[config.mk]
export PLATFORM = sky130hd
export DESIGN_NAME = scan_mux_n
export DESIGN_NICKNAME = d
export VERILOG_FILES = /design/src/rtl/scan_mux_pkg.sv /design/src/rtl/mask_rr_next.sv /design/src/rtl/scan_mux_n.sv
export SDC_FILE = /design/constraint.sdc
export NUM_CORES = 1
export LEC_CHECK = 0
export ABC_CLOCK_PERIOD_IN_PS = 2100
export CORE_MARGIN = 5
export CORE_UTILIZATION = 44
export DETAILED_ROUTE_END_ITERATION = 10
export GPL_TIMING_DRIVEN = 1
export PLACE_DENSITY_LB_ADDON = 0.25
export SETUP_SLACK_MARGIN = 0.15
export SYNTH_ARGS = -nofsm -noshare
export SYNTH_HDL_FRONTEND = slang
export SYNTH_SLANG_ARGS = --single-unit
[constraint.sdc]
create_clock -name clk -period 2.1 [get_ports clk]
set_input_delay 0.315 -clock clk [delete_from_list [all_inputs] [get_ports clk]]
set_output_delay 0.315 -clock clk [all_outputs]
set_load 0.01 [all_outputs]
[src/rtl/scan_mux_pkg.sv]
// Shared constants and helpers for the scan_mux_n family.
// Imported by the round-robin search and by the top level.
package scan_mux_pkg;

   localparam logic MODE_MANUAL = 1'b0;
   localparam logic MODE_SCAN   = 1'b1;

   // Index width for n items, never below one bit, so a 1-entry case still has a port.
   function automatic int clog2_safe(input int n);
      int r;
      r = 0;
      for (int i = 0; i < 31; i++) begin
         if ((1 << r) < n) r++;
      end
      return (r < 1) ? 1 : r;
   endfunction

endpackage

[src/rtl/mask_rr_next.sv]
// Circular priority search: the next set mask bit after cur, wrapping to the lowest.
// The mask is doubled so that a single ascending priority encode covers the wrap.
module mask_rr_next
   import scan_mux_pkg::*;
#(
   parameter int N_CH  = 8,
   parameter int SEL_W = clog2_safe(N_CH)
) (
   input  logic [N_CH-1:0]  mask,
   input  logic [SEL_W-1:0] cur,
   output logic [SEL_W-1:0] nxt,
   output logic             wrapped,
   output logic             any
);

   logic [2*N_CH-1:0] dbl;

   always_comb begin
      // NOTE: every output gets a default before the search so no path leaves one unassigned (no latch).
      dbl     = {mask, mask};
      nxt     = '0;
      wrapped = 1'b0;
      // Descending walk: the last hit written is the lowest index in the window (cur, cur+N_CH].
      for (int i = 2*N_CH-1; i >= 0; i--) begin
         if (dbl[i] && (i > int'(cur)) && (i <= int'(cur) + N_CH)) begin
            if (i >= N_CH) begin
               nxt     = SEL_W'(i - N_CH);
               wrapped = 1'b1;
            end else begin
               nxt     = SEL_W'(i);
               wrapped = 1'b0;
            end
         end
      end
   end

   assign any = |mask;

endmodule

[src/rtl/scan_mux_n.sv]
// Registered N-channel W-bit mux with manual select and masked round-robin auto-scan.
// Output reports the sampled channel, its validity and a pulse when the scan wraps.
module scan_mux_n
   import scan_mux_pkg::*;
#(
   parameter  int N_CH    = 8,
   parameter  int W       = 8,
   parameter  int DWELL_W = 8,
   localparam int SEL_W   = clog2_safe(N_CH)
) (
   input  logic              clk,
   input  logic              rst_n,
   input  logic              en,
   input  logic              mode,
   input  logic [SEL_W-1:0]  sel,
   input  logic [N_CH-1:0]   ch_mask,
   input  logic [DWELL_W-1:0] dwell,
   input  logic [N_CH*W-1:0] din,
   output logic [W-1:0]      dout,
   output logic [SEL_W-1:0]  dout_ch,
   output logic              dout_valid,
   output logic              wrap
);

   logic [SEL_W-1:0]   cur_q, cur_d;
   logic [DWELL_W-1:0] cnt_q, cnt_d;
   logic [W-1:0]       dout_q, dout_d;
   logic [SEL_W-1:0]   ch_q;
   logic               valid_q, valid_d;
   logic               wrap_q, wrap_d;

   logic [SEL_W-1:0]   s;
   logic [SEL_W-1:0]   nxt;
   logic               wrapped;
   logic               any;

   mask_rr_next #(
      .N_CH  (N_CH),
      .SEL_W (SEL_W)
   ) u_next (
      .mask    (ch_mask),
      .cur     (cur_q),
      .nxt     (nxt),
      .wrapped (wrapped),
      .any     (any)
   );

   always_comb begin
      s = (mode == MODE_SCAN) ? cur_q : sel;

      // Out-of-range indices match no channel and therefore yield zero data, invalid.
      dout_d  = '0;
      valid_d = 1'b0;
      for (int k = 0; k < N_CH; k++) begin
         if (s == SEL_W'(k)) begin
            dout_d  = din[k*W +: W];
            valid_d = ch_mask[k];
         end
      end

      cur_d  = cur_q;
      cnt_d  = cnt_q;
      wrap_d = 1'b0;
      if (mode == MODE_MANUAL) begin
         if (int'(sel) < N_CH) cur_d = sel;
         cnt_d = '0;
      end else if (!any) begin
         cnt_d = '0;
      end else if (cnt_q >= dwell) begin
         // dwell is compared live, so lowering it below the count expires at once.
         cnt_d  = '0;
         cur_d  = nxt;
         wrap_d = wrapped;
      end else begin
         cnt_d = cnt_q + DWELL_W'(1);
      end
   end

   // NOTE: sequential state uses non-blocking assignments only, so all registers update together.
   always_ff @(posedge clk or negedge rst_n) begin
      if (!rst_n) begin
         cur_q   <= '0;
         cnt_q   <= '0;
         dout_q  <= '0;
         ch_q    <= '0;
         valid_q <= 1'b0;
         wrap_q  <= 1'b0;
      end else if (en) begin
         cur_q   <= cur_d;
         cnt_q   <= cnt_d;
         dout_q  <= dout_d;
         ch_q    <= s;
         valid_q <= valid_d;
         wrap_q  <= wrap_d;
      end else begin
         wrap_q  <= 1'b0;
      end
   end

   assign dout       = dout_q;
   assign dout_ch    = ch_q;
   assign dout_valid = valid_q;
   assign wrap       = wrap_q;

endmodule
* After elaboration in Yosys (flattened, before gate mapping)
Cells that the tools add are included.
Storage, ports and cells: bits in latches 0, logic and storage cells 122, output and inout port bits 13, input port bits 87, memories 0, register bits after elaboration 24, memory bits (writable) 0, bits in read-only memories 0
Operators by class: bitwise gates (word level) 0, divide/modulo/power cells 0, magnitude comparators 23, $mul 0, reductions and logical operators 25, add/subtract/negate cells 2, eq/ne operators 9, shifts and indexed selects 0, mux-type cells 57
Operators with widths (count):
- $le A5 B32 Y1 const A | 8
- $le A4 B32 Y1 const A | 4
- $mux W8 | 11
- $le A3 B32 Y1 const A | 2
- $mux W3 | 19
- $le A2 B32 Y1 const A | 1
- $mux W1 | 27
- $logic_and A1 B1 Y1 | 22
- $eq A3 B3 Y1 const B | 4
- $gt A3 B3 Y1 const A | 4
- $add A8 B1 Y8 const B | 1
- $ge A8 B8 Y1 | 1
- $reduce_or A8 Y1 | 1
- $eq A3 B2 Y1 const B | 2
- $gt A2 B3 Y1 const A | 2
- $add A3 B4 Y5 const B | 1
- $ne A2 B1 Y1 const B | 2
- $eq A3 B1 Y1 const B | 1
- $gt A1 B3 Y1 const A | 1
- $logic_not A3 Y1 | 1
- $reduce_and A3 Y1 | 1

* Depth between registers and ports, before layout
depth in word-level cells 22, gate-level depth with buffers 7, mapped depth without buffers 7

* Hierarchy
Synthesis repeated with hierarchy kept, for this count alone.
Unflattened totals: cell total of the unflattened synthesis 314, area total of the unflattened synthesis 2507.4 um2
By module, submodules not included:
- scan_mux_n | cells each 250, seq. area each 600.6 um2, area an instance 2083.2 um2, times used 1
- mask_rr_next | cells each 64, seq. area each 0.0 um2, area an instance 424.2 um2, times used 1

* Worst setup path before layout
No wires, ideal clock.
kind register to register, from register cnt_q[5], to register cnt_q[4], path buffers 0, period minus slack after synthesis 1.854 ns, data arrival time 1.767 ns, setup time 0.087 ns, cell stages (with the launch flop) 7, path slack 0.246 ns, required time 2.013 ns, path through dfrtp_1 -> ha_1 -> a2111oi_0 -> nand2_1 -> a41oi_2 -> o21ai_2 -> o211ai_1
On the way: longest elaborated chain between the ends 4
RTL lines:
- start, declared | RTL line scan_mux_n.sv:26 | logic [DWELL_W-1:0] cnt_q, cnt_d;
- start signal, assigned | RTL line scan_mux_n.sv:90 | cnt_q <= cnt_d;
- $ge A8 B8 Y1 | RTL line scan_mux_n.sv:69 | end else if (cnt_q >= dwell) begin
- $mux W8 | RTL line scan_mux_n.sv:69
- $mux W8 | RTL line scan_mux_n.sv:67 | end else if (!any) begin
- $mux W8 | RTL line scan_mux_n.sv:64 | if (mode == MODE_MANUAL) begin
Every way passes these cells. A chain may end at the register's enable or synchronous reset.

* Worst setup path in the final report
from input port dwell[2], to register cnt_q[6]
On the way: longest elaborated chain between the ends 4
RTL lines:
- start, declared | RTL line scan_mux_n.sv:17 | input logic [DWELL_W-1:0] dwell,
- $ge A8 B8 Y1 | RTL line scan_mux_n.sv:69
- $mux W8 | RTL line scan_mux_n.sv:69
- $mux W8 | RTL line scan_mux_n.sv:67
- $mux W8 | RTL line scan_mux_n.sv:64
Every way passes these cells.

==> run summary <==
Complex-gate fraction of the synthesized area - 0.3536
First-pass GRT wire length - 12,500 um
Max transition margin - 0.7170
Clock root cell - clkbuf_8
Initial antenna violation count - 0
Starting density of the core - 0.4584
Netlist cell types - 62
DR iter-0 viols - 150
Synthesized Nets - 370
Worst path max stage delay - 450 ps
Xor-xnor portion of the synthesized cell area - 0.007388
Fillers - 389
Post-synth EDFFs - 0
Worst Skew - 12.48 ps
Drt pass-1 iters - 4
I/O pins - 100
Largest net degree at the start of global routing - 27
CORE AREA - 0.005172 mm2
Crit start category - input port
Minimum clock period - 1886 ps
WHS - 396.1 ps
Worst slew pin tran - 413.8 ps
Final WL - 7943 um
Synth warnings - 0
Antenna-violating nets left - 0
DIE HEIGHT - 83.41 um
CTS tree - built
Layout Nets - 502
Max-cap viol count - 0
Data arrival, critical path - 2020 ps
Cell Pwr Density - 592.8 mW/mm2
Area leader, netlist - dfrtp_1
CTS Buf Count - 3
CP max stage cell - clkdlybuf4s50_1
Area growth syn-to-layout - 65.75%
Cell Area, Synth - 0.002371 mm2
Reg2reg path depth - 6
Synthesis-stage register bit count - 24
Worst reg-to-reg setup slack - 240 ps
Final core utilization - 0.7598
RSZ-0062 raised after global routing - yes
Area contributors post-synth - dfrtp_1 (25%), o22ai_1 (7.1%), ha_1 (4.7%)
FP Rows - 26
Final setup viols - 0
HP Class - in2async
Crit path kind - in2reg
Status - completed
Ant. Diodes - 0
Vias in the first global route - 2,723
Synth Instances - 274
WP data required - 2240 ps
Area share of fa/ha/maj cells after synthesis - 0.05172
Combinational family with the most area after synthesis - compound AO/OA/AOI/OAI gates
Most used DFF post-synth - dfrtp_1
Reg2reg start - cnt_q[5]
Gr usage total - 0.2137
Clk Latency, worst-skew pair - 270 ps
Clock transition at path regs - 100 ps
Sink Count - 24
Post-Layout Cell Count - 475
Gpl congestion - 0.8877
GR Overflow Total - 0
Asr flop ratio synth - 1.000
Area fraction of the dominant cell type after synthesis - 0.2533
Share of cells above drive strength 1 - 0.2346
CP Max Fanout - 8
Cells after DPL - 469
Synth Area in Simple Gates - 0.1462
Via count - 2,748
Fmax - 0.5303 GHz
Clk buf depth - 2
Final Hold Vio Count - 0
Post-DP HPWL - 6137 um
Die outline width - 83.41 um
Avg WL per Cell - 16.72 um
Sequential element share of the synthesized area - 0.2533
# hold bufs at CTS - 0
# port buffers - 99
DRC - 0
Reg2reg end - cnt_q[4]
Total Neg Setup Slack - 0 ps
Leak Pwr - 1.619 nW
Max VDD drop - 0.3431 mV
Mux contribution to synthesized area - 0.1145
Cell breakdown of the critical path - clkdlybuf4s50_1, inv_1, ha_1, nand2_2, o21ai_4, a41oi_4, o21ai_4, o22ai_1
Nature of the critical path endpoint - flip-flop
Mean Syn Cell Area - 8.653 um2
Final worst-path cycle share - 0.8980
Via density - 5.785
CP most frequent cell - o21ai_4
Final Max Slew Viols - 0
H-Tree Depth - 1
Die ar. - 0.006956 mm2
[sequential cells by signal, summed over array words and instances, names as in the netlist]
| register | cells |
|---|---|
| dout_valid | 1 |
| dout | 8 |
| cnt_q | 8 |
| cur_q | 3 |
| wrap | 1 |
| dout_ch | 3 |
[final cells by class]
| type | instances | area, um2 | share of cell area |
|---|---|---|---|
| clock buffer | 3 | 41.29 | 0.01051 |
| tap | 70 | 87.58 | 0.02229 |
| timing repair buffer | 145 | 1391 | 0.3540 |
| inverter | 19 | 71.32 | 0.01815 |
| clock inverter | 1 | 30.03 | 0.007641 |
| sequential | 24 | 604.3 | 0.1538 |
| multi-input combinational | 213 | 1704 | 0.4336 |
[critical path, delay by kind of cell]
kind | cells | cell delay, ps
AOI/OAI and AO/OA | 4 | 830
buffers and inverters | 2 | 490
adders and majority gates | 1 | 310
and+or+nand+nor | 1 | 80
[repair_timing]
action	4_1_cts	5_1_grt
buffers inserted	0	2
endpoints found under the setup margin	9	14
pin swaps	3	12
gates resized for setup	9	23
[where the power goes]
group / switching, mW / internal, mW / leakage [nW]
Sequential: 0.105 / 0.552 / 0.289
Clock: 0.162 / 0.255 / 0.0357
Combinational: 0.547 / 0.709 / 1.29
Total: 0.814 / 1.52 / 1.62
[cells by family after synthesis]
logic type | Yosys count
simple gates | 66
flops | 24
xor+xnor | 2
compound gates | 115
fa+ha+maj | 10
mux | 20
buf+inv | 37
[Yosys cell counts (all sizes together) (3+ instances only)]
master	number
a31oi	6
o21a	8
clkbuf	6
a21oi	15
o22ai	27
a22o	6
a211oi	5
mux4	3
or4	3
o21ai	16
o31ai	3
a21o	3
a221oi	6
dfrtp	24
o211ai	4
o2111ai	3
mux2	8
ha	9
nor3	4
nor2b	4
nor2	16
o221ai	3
nand2	18
inv	19
nand3	5
mux2i	9
buf	12
nand2b	6
[metrics by stage]
stage               instance area, um2  total power [mW]  setup WS (ps)
floorplan                         2371             1.309          246.1
global placement                  3715             1.856         -213.2
detailed placement                3715             1.880         -261.3
CTS                               3835             2.305          151.4
global route                      3930             2.470          133.9
finish                            3930             2.330          214.3
[worst max-delay path by stage]
stage                    end  slack (ps)        from  cells past startpoint
floorplan           cnt_q[4]         250    cnt_q[5]                      6
global placement    cnt_q[2]        -210    dwell[5]                      8
detailed placement  cnt_q[3]        -260    dwell[5]                      8
CTS                 cnt_q[2]         150    dwell[5]                      9
global route            wrap         130  ch_mask[5]                      7
finish              cnt_q[6]         210    dwell[2]                      8
[layer usage]
metal,global-route usage,vias up,wire length [um]
li1,-,1339,-
met1,0.2591,1314,3298
met2,0.3870,83,4099
met3,0.03168,12,417
met4,0.06389,0,129
met5,0,-,0
[placed cells by master (no fill, tap or decap), types with 7 or more instances in the layout]
master	count
dfrtp_1	21
mux2i_1	7
o22ai_1	27
o21a_1	8
a21oi_1	14
inv_1	18
nand2_1	15
buf_4	41
o21ai_0	7
clkdlybuf4s50_1	95
nor2_1	15
(Power assumes the default switching activity.)
